===== src/rtl/cpu_fetch_4004.sv =====
// 4004 instruction-fetch bus master: derives clk1/clk2/sync from eclk, drives the PC nibbles and captures opcodes.
// Optional jump-load of the PC is enabled by defining JUMP_EN.
module cpu_fetch_4004 #(
  parameter int          QTR      = 2,
  parameter logic [11:0] RESET_PC = 12'h000
) (
  input  logic        eclk,
  input  logic        ereset,
  input  logic        run,
  input  logic [3:0]  db_rom,
  input  logic        jmp_valid,
  input  logic [11:0] jmp_addr,
  output logic        clk1,
  output logic        clk2,
  output logic        sync,
  output logic        cm_rom,
  output logic [3:0]  db,
  output logic [11:0] pc,
  output logic        instr_valid,
  output logic [7:0]  instr,
  output logic        busy
);

  localparam int QW = (QTR > 1) ? $clog2(QTR) : 1;
  localparam logic [QW-1:0] QLAST = QW'(QTR - 1);

  typedef enum logic {IDLE, RUN} state_t;

  state_t        state, nxt_state;
  logic [QW-1:0] qc, nxt_qc;
  logic [1:0]    q, nxt_q;
  logic [2:0]    s, nxt_s;
  logic [11:0]   nxt_pc;
  logic [3:0]    opr, opa;
  logic          last_qc, last_q, cyc_end, run_n, x1_start;

`ifdef JUMP_EN
  logic          jv, nxt_jv;
  logic [11:0]   ja, nxt_ja;
`else
  logic          unused_jmp;
  assign unused_jmp = ^{jmp_valid, jmp_addr};
`endif

  always_comb begin
    nxt_state = state;
    nxt_qc    = qc;
    nxt_q     = q;
    nxt_s     = s;
    nxt_pc    = pc;
`ifdef JUMP_EN
    nxt_jv    = jv;
    nxt_ja    = ja;
`endif
    last_qc   = (qc == QLAST);
    last_q    = last_qc && (q == 2'd3);
    cyc_end   = last_q && (s == 3'd7);
    if (state == IDLE) begin
      if (run) nxt_state = RUN;
    end else begin
      nxt_qc = last_qc ? '0 : qc + QW'(1);
      if (last_qc) nxt_q = q + 2'd1;
      if (last_q)  nxt_s = s + 3'd1;
`ifdef JUMP_EN
      // A request on the final eclk of X3 still lands at this boundary.
      if (jmp_valid) begin
        nxt_jv = 1'b1;
        nxt_ja = jmp_addr;
      end
`endif
      if (cyc_end) begin
`ifdef JUMP_EN
        nxt_pc = nxt_jv ? nxt_ja : pc + 12'd1;
        nxt_jv = 1'b0;
`else
        nxt_pc = pc + 12'd1;
`endif
        if (!run) nxt_state = IDLE;
      end
    end
    run_n    = (nxt_state == RUN);
    x1_start = run_n && (nxt_s == 3'd5) && (nxt_q == 2'd0) && (nxt_qc == '0);
  end

  // Outputs are decoded from the next position so they line up with the counters.
  always_ff @(posedge eclk) begin
    if (ereset) begin
      state       <= IDLE;
      qc          <= '0;
      q           <= 2'd0;
      s           <= 3'd0;
      pc          <= RESET_PC;
      clk1        <= 1'b0;
      clk2        <= 1'b0;
      sync        <= 1'b0;
      cm_rom      <= 1'b0;
      db          <= 4'h0;
      instr       <= 8'h00;
      instr_valid <= 1'b0;
      busy        <= 1'b0;
`ifdef JUMP_EN
      jv          <= 1'b0;
`endif
    end else begin
      state       <= nxt_state;
      qc          <= nxt_qc;
      q           <= nxt_q;
      s           <= nxt_s;
      pc          <= nxt_pc;
      clk1        <= run_n && (nxt_q == 2'd0);
      clk2        <= run_n && (nxt_q == 2'd2);
      sync        <= run_n && (nxt_s == 3'd7);
      cm_rom      <= run_n && (nxt_s == 3'd2);
      busy        <= run_n;
      instr_valid <= x1_start;
      if (x1_start) instr <= {opr, opa};
      db <= 4'h0;
      if (run_n) begin
        case (nxt_s)
          3'd0:    db <= nxt_pc[3:0];
          3'd1:    db <= nxt_pc[7:4];
          3'd2:    db <= nxt_pc[11:8];
          default: db <= 4'h0;
        endcase
      end
`ifdef JUMP_EN
      jv          <= nxt_jv;
`endif
    end
  end

  // Opcode nibbles are sampled on the last eclk of clk2 in M1 and M2.
  always_ff @(posedge eclk) begin
    if (state == RUN && last_qc && q == 2'd2) begin
      if (s == 3'd3) opr <= db_rom;
      if (s == 3'd4) opa <= db_rom;
    end
`ifdef JUMP_EN
    ja <= nxt_ja;
`endif
  end

endmodule


===== config.mk =====
export PLATFORM = sky130hd
export DESIGN_NAME = cpu_fetch_4004
export DESIGN_NICKNAME = d
export VERILOG_FILES = /design/src/rtl/cpu_fetch_4004.sv
export SDC_FILE = /design/constraint.sdc
export NUM_CORES = 1
export LEC_CHECK = 0
export BUFFER_PORTS_ARGS = -buffer_cell sky130_fd_sc_hd__buf_2
export CELL_PAD_IN_SITES_DETAIL_PLACEMENT = 1
export CELL_PAD_IN_SITES_GLOBAL_PLACEMENT = 2
export CORE_UTILIZATION = 33
export CTS_BUF_LIST = sky130_fd_sc_hd__clkbuf_4
export DETAILED_ROUTE_END_ITERATION = 10
export PLACE_DENSITY_LB_ADDON = 0.1
export REMOVE_ABC_BUFFERS = 1
export SYNTH_ARGS = -nofsm -noshare
export SYNTH_HDL_FRONTEND = slang
export SYNTH_SLANG_ARGS = --single-unit

===== constraint.sdc =====
create_clock -name eclk -period 2.3 [get_ports eclk]
set_input_delay 0.23 -clock eclk [delete_from_list [all_inputs] [get_ports eclk]]
set_output_delay 0.23 -clock eclk [all_outputs]
set_load 0.01 [all_outputs]

==> results summary, run 1 <==
The switching power is roughly 280 uW. The reported leakage power came out at 0.934 nW. The maximum cell stage delay along the critical path is 0.46 ns. The maximum achievable frequency came out at between 0.4 and 0.5 GHz. The sequential fraction of design power came out at approximately 61%. The cell sitting at the root of the clock tree is a sky130_fd_sc_hd__clkbuf_4. Prior to clock tree synthesis, the placed netlist has a worst setup slack of between 0.1 and 0.15 ns. The wire length per cell is 15.6 um. The depth of the CTS H-tree is 2.

The tool flagged a number of max-cap violations equal to 0. The final period utilization came out at ~94%. The area overhead of the layout relative to synthesis is 20.4%. The required time of the critical path came out at 2.54 ns.

The number of antenna violations at the first check in global routing is 0. The count of flip-flops with a built-in enable after synthesis is 8. Setup total negative slack on the finished layout was measured at 0 ns. STA classifies the critical path endpoint as a flop. The cell depth of the worst min-delay path is 1. The maximum clock insertion buffer count is 2. The critical register-to-register path endpoint is db[2]$_SDFF_PP0_.

The row count is 27. The power density relative to cell area came out at approximately 560 nW/um2. The worst setup path is launched from a flop. The total CTS buffers came out at 5. The post-route cell area came out at ~2400 um2. The maximum clock skew at final layout came out at slightly below 0.01 ns. The total standard cell area after synthesis came out at ~2000 um2. The run finished with clean final reports.

For the worst-skew pair, the clock arrives at the later sink with an insertion delay of around 0.35 ns. Synthesis handed over a netlist of around 200 instances. The number of different library cells used by synthesis comes to 38.

Setup slack on the worst reg-to-reg path comes out at approximately 0.15 ns. Dividing the detail-routed via count by the number of cells gives 5.06. The remaining antenna violation count after routing is 0.

The internal power summed over all cells is between 1 and 1.5 mW. The tightest min-delay check is of the input port to flop type. The repair_antennas step left the layout with diodes totalling 0.

Of all nets on the critical path, the largest fanout is 6. For the pin with the worst max-slew slack, the measured transition is 0.660 ns. The detailed-route via count is 1610. The largest individual stage delay along the critical path comes from the cell sky130_fd_sc_hd__dfxtp_1.

The first global-routing pass estimated ~8000 um of wire. The cell depth of the worst flop-to-flop path is 7. Once placement finished, the instance area stood at about 2300 um2. The count of buffers added on input and output ports is 36. The die outline height is 79.3 um. The number of clock sinks came out at between 40 and 50. Once placement completed, the tool counted placed cells totaling 309. The layout cell share with drive strength beyond 1 came out at 26.8%. For this configuration, the core starts out at a cell density of 34.9%. The TritonCTS clock tree is yes. The clock share of power is a little over a third.

The floorplan die area came out at around 6300 um2. Excluding fillers, the count of instances in the completed layout stands at 318. The post-CTS clock slew at the launch and capture registers of the worst setup and hold paths came out at 0.12 ns. For this run, the leading register cell type out of synthesis is sky130_fd_sc_hd__dfxtp_1. The worst max-slew margin expressed relative to the limit is around 56%. The number of hold violations in the final report came to 0. The remaining global-route overflow came out at 0. Wires add up to slightly below 5000 um. The type of the setup path with the least slack is flop to flop. In this run the critical register-to-register path is launched from q[0]$_SDFF_PP0_.

The async set or reset register ratio after synthesis came out at 0%. The number of synthesized register bits is 44. The total number of yosys warnings is 0. The total of hold buffers inserted after clock tree synthesis is 0.

The worst path arrival time came out at between 2 and 2.5 ns. The average instance area after synthesis is around 9.8 um2. The area of the placeable core is roughly 5600 um2. The number of top-level pins came out at 50. The number of design-rule violations left by the first detailed-router iteration is 29. The share of total power in combinational logic came out at roughly 4%. Entering global routing, the biggest net connects 27 pins. The net total in the final layout is approximately 270. The path with the worst hold slack has its endpoint at opa[1]$_DFFE_PP_. The first detailed-routing pass ran for 4 iterations.

The number of endpoints failing setup at the final stage is 0. Net switching is approximately 22% of the power. The part of the Yosys area used for sequential elements is roughly 49%.

The die is around 79 um wide. The start point of the worst min-delay path is db_rom[1]. Once detailed placement completed, the half-perimeter wirelength came to roughly 3600 um. The number of global-route vias before repair came out at ~1700. The final critical delay including setup and external delays came out at 2.15 ns. Setup repair after global routing left no endpoint under its margin. The final weighted congestion of routability-driven global placement is approximately 0.75. The largest vdd supply drop came out at between 0.00015 and 0.0002 V. The global-route usage over all layers is 16.9%. Traced cell by cell, the critical path runs through ha_1, nand3_1, buf_4, nor4_1, xnor2_1, o32a_1, a31oi_1. The final max-slew violation count came to 0. The number of remaining DRC errors came out at 0. The setup slack after layout is approximately 0.15 ns.
per-layer routing:
layer	part of all wire (%)	global-route usage (%)
met5	0	0
met4	1.5	4.55
met3	2.6	3.68
met2	52	31.8
met1	44	18.8
sequential cells by signal, summed over array words and instances, names as in the netlist:
register,flops
clk1,1
opr,4
opa,4
instr_valid,1
cm_rom,1
instr,8
clk2,1
db,4
last_qc,1
sync,1
q,2
s,3
state,1
pc,12
kinds of logic after synthesis:
logic type	after synthesis	synth area share, %
xor gates and xnor gates	11	4.89
DFF	44	48.8
AOI/OAI and AO/OA	29	10.6
adders and majority gates	8	5.08
buffers and inverters	16	4.00
muxes	10	5.14
and+or+nand+nor	84	21.5
how the worst max path moves through the flow:
stage / slack (ns) / cells after the start / from / endpoint
final: 0.15 / 7 / q[0]$_SDFF_PP0_ / db[2]$_SDFF_PP0_
after global routing: 0.001 / 7 / q[0]$_SDFF_PP0_ / db[2]$_SDFF_PP0_
after CTS: 0.09 / 7 / s[1]$_SDFF_PP0_ / db[3]$_SDFF_PP0_
after detailed placement: 0.12 / 7 / s[1]$_SDFF_PP0_ / db[3]$_SDFF_PP0_
after global placement: 0.19 / 7 / s[1]$_SDFF_PP0_ / db[3]$_SDFF_PP0_
after floorplan: 0.18 / 7 / s[0]$_SDFF_PP0_ / instr[0]$_SDFFE_PP0P_
worst max-delay path: cells and delay by family (launching register included):
family	cells	cell delay [ns]
AND/OR/NAND/NOR	2	0.56
AO/OA/AOI/OAI	2	0.27
flip-flops	1	0.46
adder cells (fa/ha/maj)	1	0.33
buffers and inverters	1	0.22
XOR/XNOR	1	0.20
Yosys cell counts, drive strengths merged, types with 4 or more instances:
master	number	area share, %
a21oi	11	2.8
buf	6	2.1
clkbuf	4	0.76
dfxtp	36	37
edfxtp	8	12
ha	8	5.1
inv	6	1.1
mux2i	9	4.6
nand2	12	2.3
nand3	10	2.5
nand4	6	1.9
nor2	29	5.5
nor3	6	1.5
nor4	8	3.3
o21ai	4	1.6
xnor2	8	3.6
cell usage in the layout, fill, tap and decap left out, types with 6 or more instances in the layout:
master / n
sky130_fd_sc_hd__nor2_1: 29
sky130_fd_sc_hd__a21oi_1: 11
sky130_fd_sc_hd__xnor2_1: 8
sky130_fd_sc_hd__edfxtp_1: 8
sky130_fd_sc_hd__buf_4: 9
sky130_fd_sc_hd__nand3_1: 10
sky130_fd_sc_hd__buf_2: 36
sky130_fd_sc_hd__nand4_1: 6
sky130_fd_sc_hd__nand2_1: 12
sky130_fd_sc_hd__ha_1: 8
sky130_fd_sc_hd__inv_1: 6
sky130_fd_sc_hd__dfxtp_1: 35
sky130_fd_sc_hd__mux2i_1: 9
timing repair:
action | 4_1_cts | 5_1_grt
gates resized for setup | 0 | 5
setup buffers | 0 | 1
endpoints found under the hold margin | 0 | 0
endpoints found under the setup margin | 0 | 6
cell type report:
class	count	area (um2)
Multi-Input combinational cell	142	955
Fill cell	648	3270
Sequential cell	44	962
Clock inverter	3	37.5
Clock buffer	5	37.5
Inverter	6	22.5
Tap cell	72	90.1
Timing Repair Buffer	46	268
power groups by stage:
stage | clock [mW] | combinational (mW) | sequential, mW
after CTS | 0.487 | 0.0544 | 0.803
after detailed placement | 0 | 0.0540 | 0.820
final | 0.464 | 0.0527 | 0.802
after floorplan | 0 | 0.0262 | 0.818
after global routing | 0.517 | 0.0593 | 0.805
after global placement | 0 | 0.0522 | 0.819
per-stage QoR:
stage	power (mW)	utilization [%]	hold slack, ns
6_report	1.32	42.0	0.0641
3_5_place_dp	0.874	40.1	0.422
4_1_cts	1.34	41.5	0.0487
5_1_grt	1.38	42.0	0.0392
2_1_floorplan	0.844	-	0.299
3_3_place_gp	0.871	40.1	0.419
No activity file was read; power rests on OpenSTA's default activity.
==> run 2, diff against run 1 <==
--- a/config.mk
+++ b/config.mk
@@ -8,6 +8,7 @@
 export BUFFER_PORTS_ARGS = -buffer_cell sky130_fd_sc_hd__buf_2
 export CELL_PAD_IN_SITES_DETAIL_PLACEMENT = 1
 export CELL_PAD_IN_SITES_GLOBAL_PLACEMENT = 2
+export CORE_MARGIN = 3
 export CORE_UTILIZATION = 33
 export CTS_BUF_LIST = sky130_fd_sc_hd__clkbuf_4
 export DETAILED_ROUTE_END_ITERATION = 10
==> run 2 against run 1 <==
Die area is 10% higher; final cell count stayed put; via count is 0.31% higher; clock skew is 0.0050 ns higher; worst setup slack better by 0.028 ns; fmax is 1.3% higher; clock power is 8.6% higher; design area is 0.90% higher; hold slack worse by 0.0042 ns; register-to-register slack better by 0.03 ns; global-route usage is 2.1 points lower; critical path type unchanged; largest power group unchanged.
==> results summary, run 2 (synthesis gave the netlist of run 1 again) <==
The largest registers in the layout are pc: 12 flops, instr: 8 flops. At the pin with the least slew margin, the transition time is ~0.7 ns. The register name with the most flops is pc.

The worst path needs roughly 2.1 ns of the cycle, external delays included. The startpoint type of the worst setup path is a flop. The global routing usage on met2 came out at between 20 and 30%.

The sequential fraction of design power is 59.1%. Along the worst hold path, the cell count comes to 1. Across the run, the number of max-cap violations was 0. For met1 alone, demand over resource in global routing was between 10% and 20%.

The global-route usage over all layers is roughly 15%. IR analysis of the VDD net gives a maximum drop of about 0.00028 V. After detailed routing, the average wire length per cell comes to approximately 16 um. The final weighted congestion of routability-driven global placement is ~0.84. By startpoint and endpoint, the worst setup path is classified as flop to flop. The post-CTS clock slew at the launch and capture registers of the worst setup and hold paths came out at around 0.14 ns. The worst min-delay path category is input port to flop. After detailed routing, the number of remaining DRC violations is 0. The worst setup path endpoint is db[2]$_SDFF_PP0_. The layout cell share with drive strength beyond 1 is 28.9%. For this block, the via count after detailed routing is roughly 1600. The library cell used most frequently in the layout, excluding fill and tap cells, is sky130_fd_sc_hd__buf_2. Tracing the worst setup path back leads to its startpoint at s[1]$_SDFF_PP0_. The analysis attributes to cell leakage a power of 0.947 nW. The number of buffers added on ports is 36.

The flow ran to the end, and the final reports show no timing, DRC or antenna violations. The pre-antenna-repair detailed-routing pass consisted of 4 iterations. The clock network accounts for a little under two fifths of the total power.

The floorplan has 27 rows. The routing usage on met3 came out at 3.08%. The die extent in x is 83.3 um.

The maximum clock insertion buffer count is 2. The library cells used most frequently in the layout, excluding fill and tap cells, are 36 x sky130_fd_sc_hd__buf_2, 34 x sky130_fd_sc_hd__dfxtp_1, 29 x sky130_fd_sc_hd__nor2_1. The final max-slew violation count came to 0. The clock insertion delay at the later pin of the skew report is around 0.36 ns. The number of hold violations in the final report came to 0.

The pre-CTS setup slack is between 0.09 and 0.1 ns. The die covers just under 7000 um2. The number of top-level pins came out at 50.

The half-perimeter wire length after placement came out at approximately 3700 um. The die outline height came out at around 83 um. For the worst setup path, the data arrival time is approximately 2.4 ns.

Clock tree synthesis found a total of 44 sinks. The number of diodes added for antenna fixing is 0. The depth of the CTS H-tree is 2. The number of design-rule violations left by the first detailed-router iteration came out at 45. The type of destination of the critical path is a flop.

The worst register-to-register path has a setup slack of between 0.15 and 0.2 ns. The share of total power in combinational logic came out at between 3 and 4%. The post-route cell area is around 2400 um2. On the final layout, the worst clock skew is about 0.015 ns. The initial utilization of the core area, before any placement, comes to between 30% and 40%. The number of global-route vias before repair came out at roughly 1700. Setup repair after global routing left no endpoint under its margin. Power comes to between 1 and 1.5 mW.

The maximum net fanout on the critical path is 6. The worst register-to-register path ends at db[2]$_SDFF_PP0_. The power density relative to cell area came out at 568 nW/um2. The sum of routed wire length over all layers is about 4900 um.

The switching power is roughly 310 uW. The startpoint identified for the worst register-to-register timing path is s[1]$_SDFF_PP0_. Timing would allow up to ~0.47 GHz. The total of hold buffers inserted after clock tree synthesis is 0.

The ratio of routed vias to standard cells is 5.08. The largest net degree at the start of global routing came out at 27. The final design utilization is between 40 and 50%. The number of flip-flops under the largest register name is 12. The worst max-slew margin expressed relative to the limit came out at a little over half. The area of the placeable core is 5640 um2. Traced cell by cell, the critical path runs through ha_1, ha_1, nand4_1, or3_1, o32a_1, a31oi_1. The placement-stage cell area came out at roughly 2300 um2. The required time of the critical path is around 2.6 ns.

The final period utilization is around 92%. The cell repeated most along the worst path is sky130_fd_sc_hd__ha_1. Across all hold checks on the routed design, the worst slack comes to 0.0600 ns. The placed cell count is ~310. For this design, the slowest cell found on the critical path is sky130_fd_sc_hd__or3_1.

The area overhead of the layout relative to synthesis came out at 21.5%. Buffers inserted during clock tree synthesis total 5. The busiest layer in global routing is met2. The first global-routing pass estimated about 8400 um of wire. The net total in the final layout is 273. The number of antenna violations at the first check in global routing is 0. The final total negative setup slack is 0 ns. The detail route stage leaves a number of antenna-violating nets equal to 0. TritonCTS built the clock tree. The internal power summed over all cells is about 1.0 mW. The cell depth of the worst flop-to-flop path is 6. In this run the clock root is driven by a sky130_fd_sc_hd__clkbuf_4. The setup slack after layout came out at approximately 0.18 ns. The final non-filler cell total is around 320. The switching power share of the total came out at 23.1%. The remaining global-route overflow came out at 0. In this design, the stage delay of the slowest critical-path cell is around 0.44 ns.

The number of endpoints failing setup at the final stage is 0.
[run 2: changes by cell type in the layout (fill, tap and decap cells not counted), sizes merged]
cell	change
clkinvlp	+1
inv	+1
clkinv	-2
[run 2: timing repair]
action / 4_1_cts / 5_1_grt
endpoints found under the setup margin: 0 / 5
resized for setup: 0 / 10
setup buffers: 0 / 1
[run 2: critical path: cells and delay by family (launching register included)]
family                   cells  cell delay (ns)
AND/OR/NAND/NOR              2             0.67
flip-flops                   1             0.38
AO/OA/AOI/OAI                2             0.47
adder cells (fa/ha/maj)      2             0.54
[run 2: worst min-delay path by stage]
stage                         start               end  slack (ns)
final                     db_rom[0]  opa[0]$_DFFE_PP_        0.06
after floorplan              ereset  pc[1]$_SDFF_PP0_        0.30
after CTS                 db_rom[0]  opa[0]$_DFFE_PP_        0.04
after global placement    db_rom[0]  opa[0]$_DFFE_PP_        0.42
after detailed placement  db_rom[0]  opa[0]$_DFFE_PP_        0.43
after global routing      db_rom[3]  opa[3]$_DFFE_PP_        0.03
[run 2: layout make-up]
class / instances / area (um2)
sequential: 44 / 963
clock buffer: 5 / 37.5
timing repair buffer: 46 / 259
inverter: 6 / 22.5
clock inverter: 3 / 46.3
fill: 664 / 3250
multi-input combinational: 142 / 975
tap: 72 / 90.1
[run 2: power by group through the flow]
stage | Clock, mW | Sequential [mW] | Combinational [mW]
global route | 0.555 | 0.805 | 0.0598
finish | 0.504 | 0.802 | 0.0524
floorplan | 0 | 0.818 | 0.0262
detailed placement | 0 | 0.820 | 0.0540
CTS | 0.525 | 0.803 | 0.0540
global placement | 0 | 0.819 | 0.0521
[run 2: routing by layer]
layer | vias up | share of wire (%)
li1 | 805 | -
met1 | 779 | 45
met2 | 26 | 51
met3 | 5 | 2.9
met4 | 0 | 0.83
met5 | - | 0
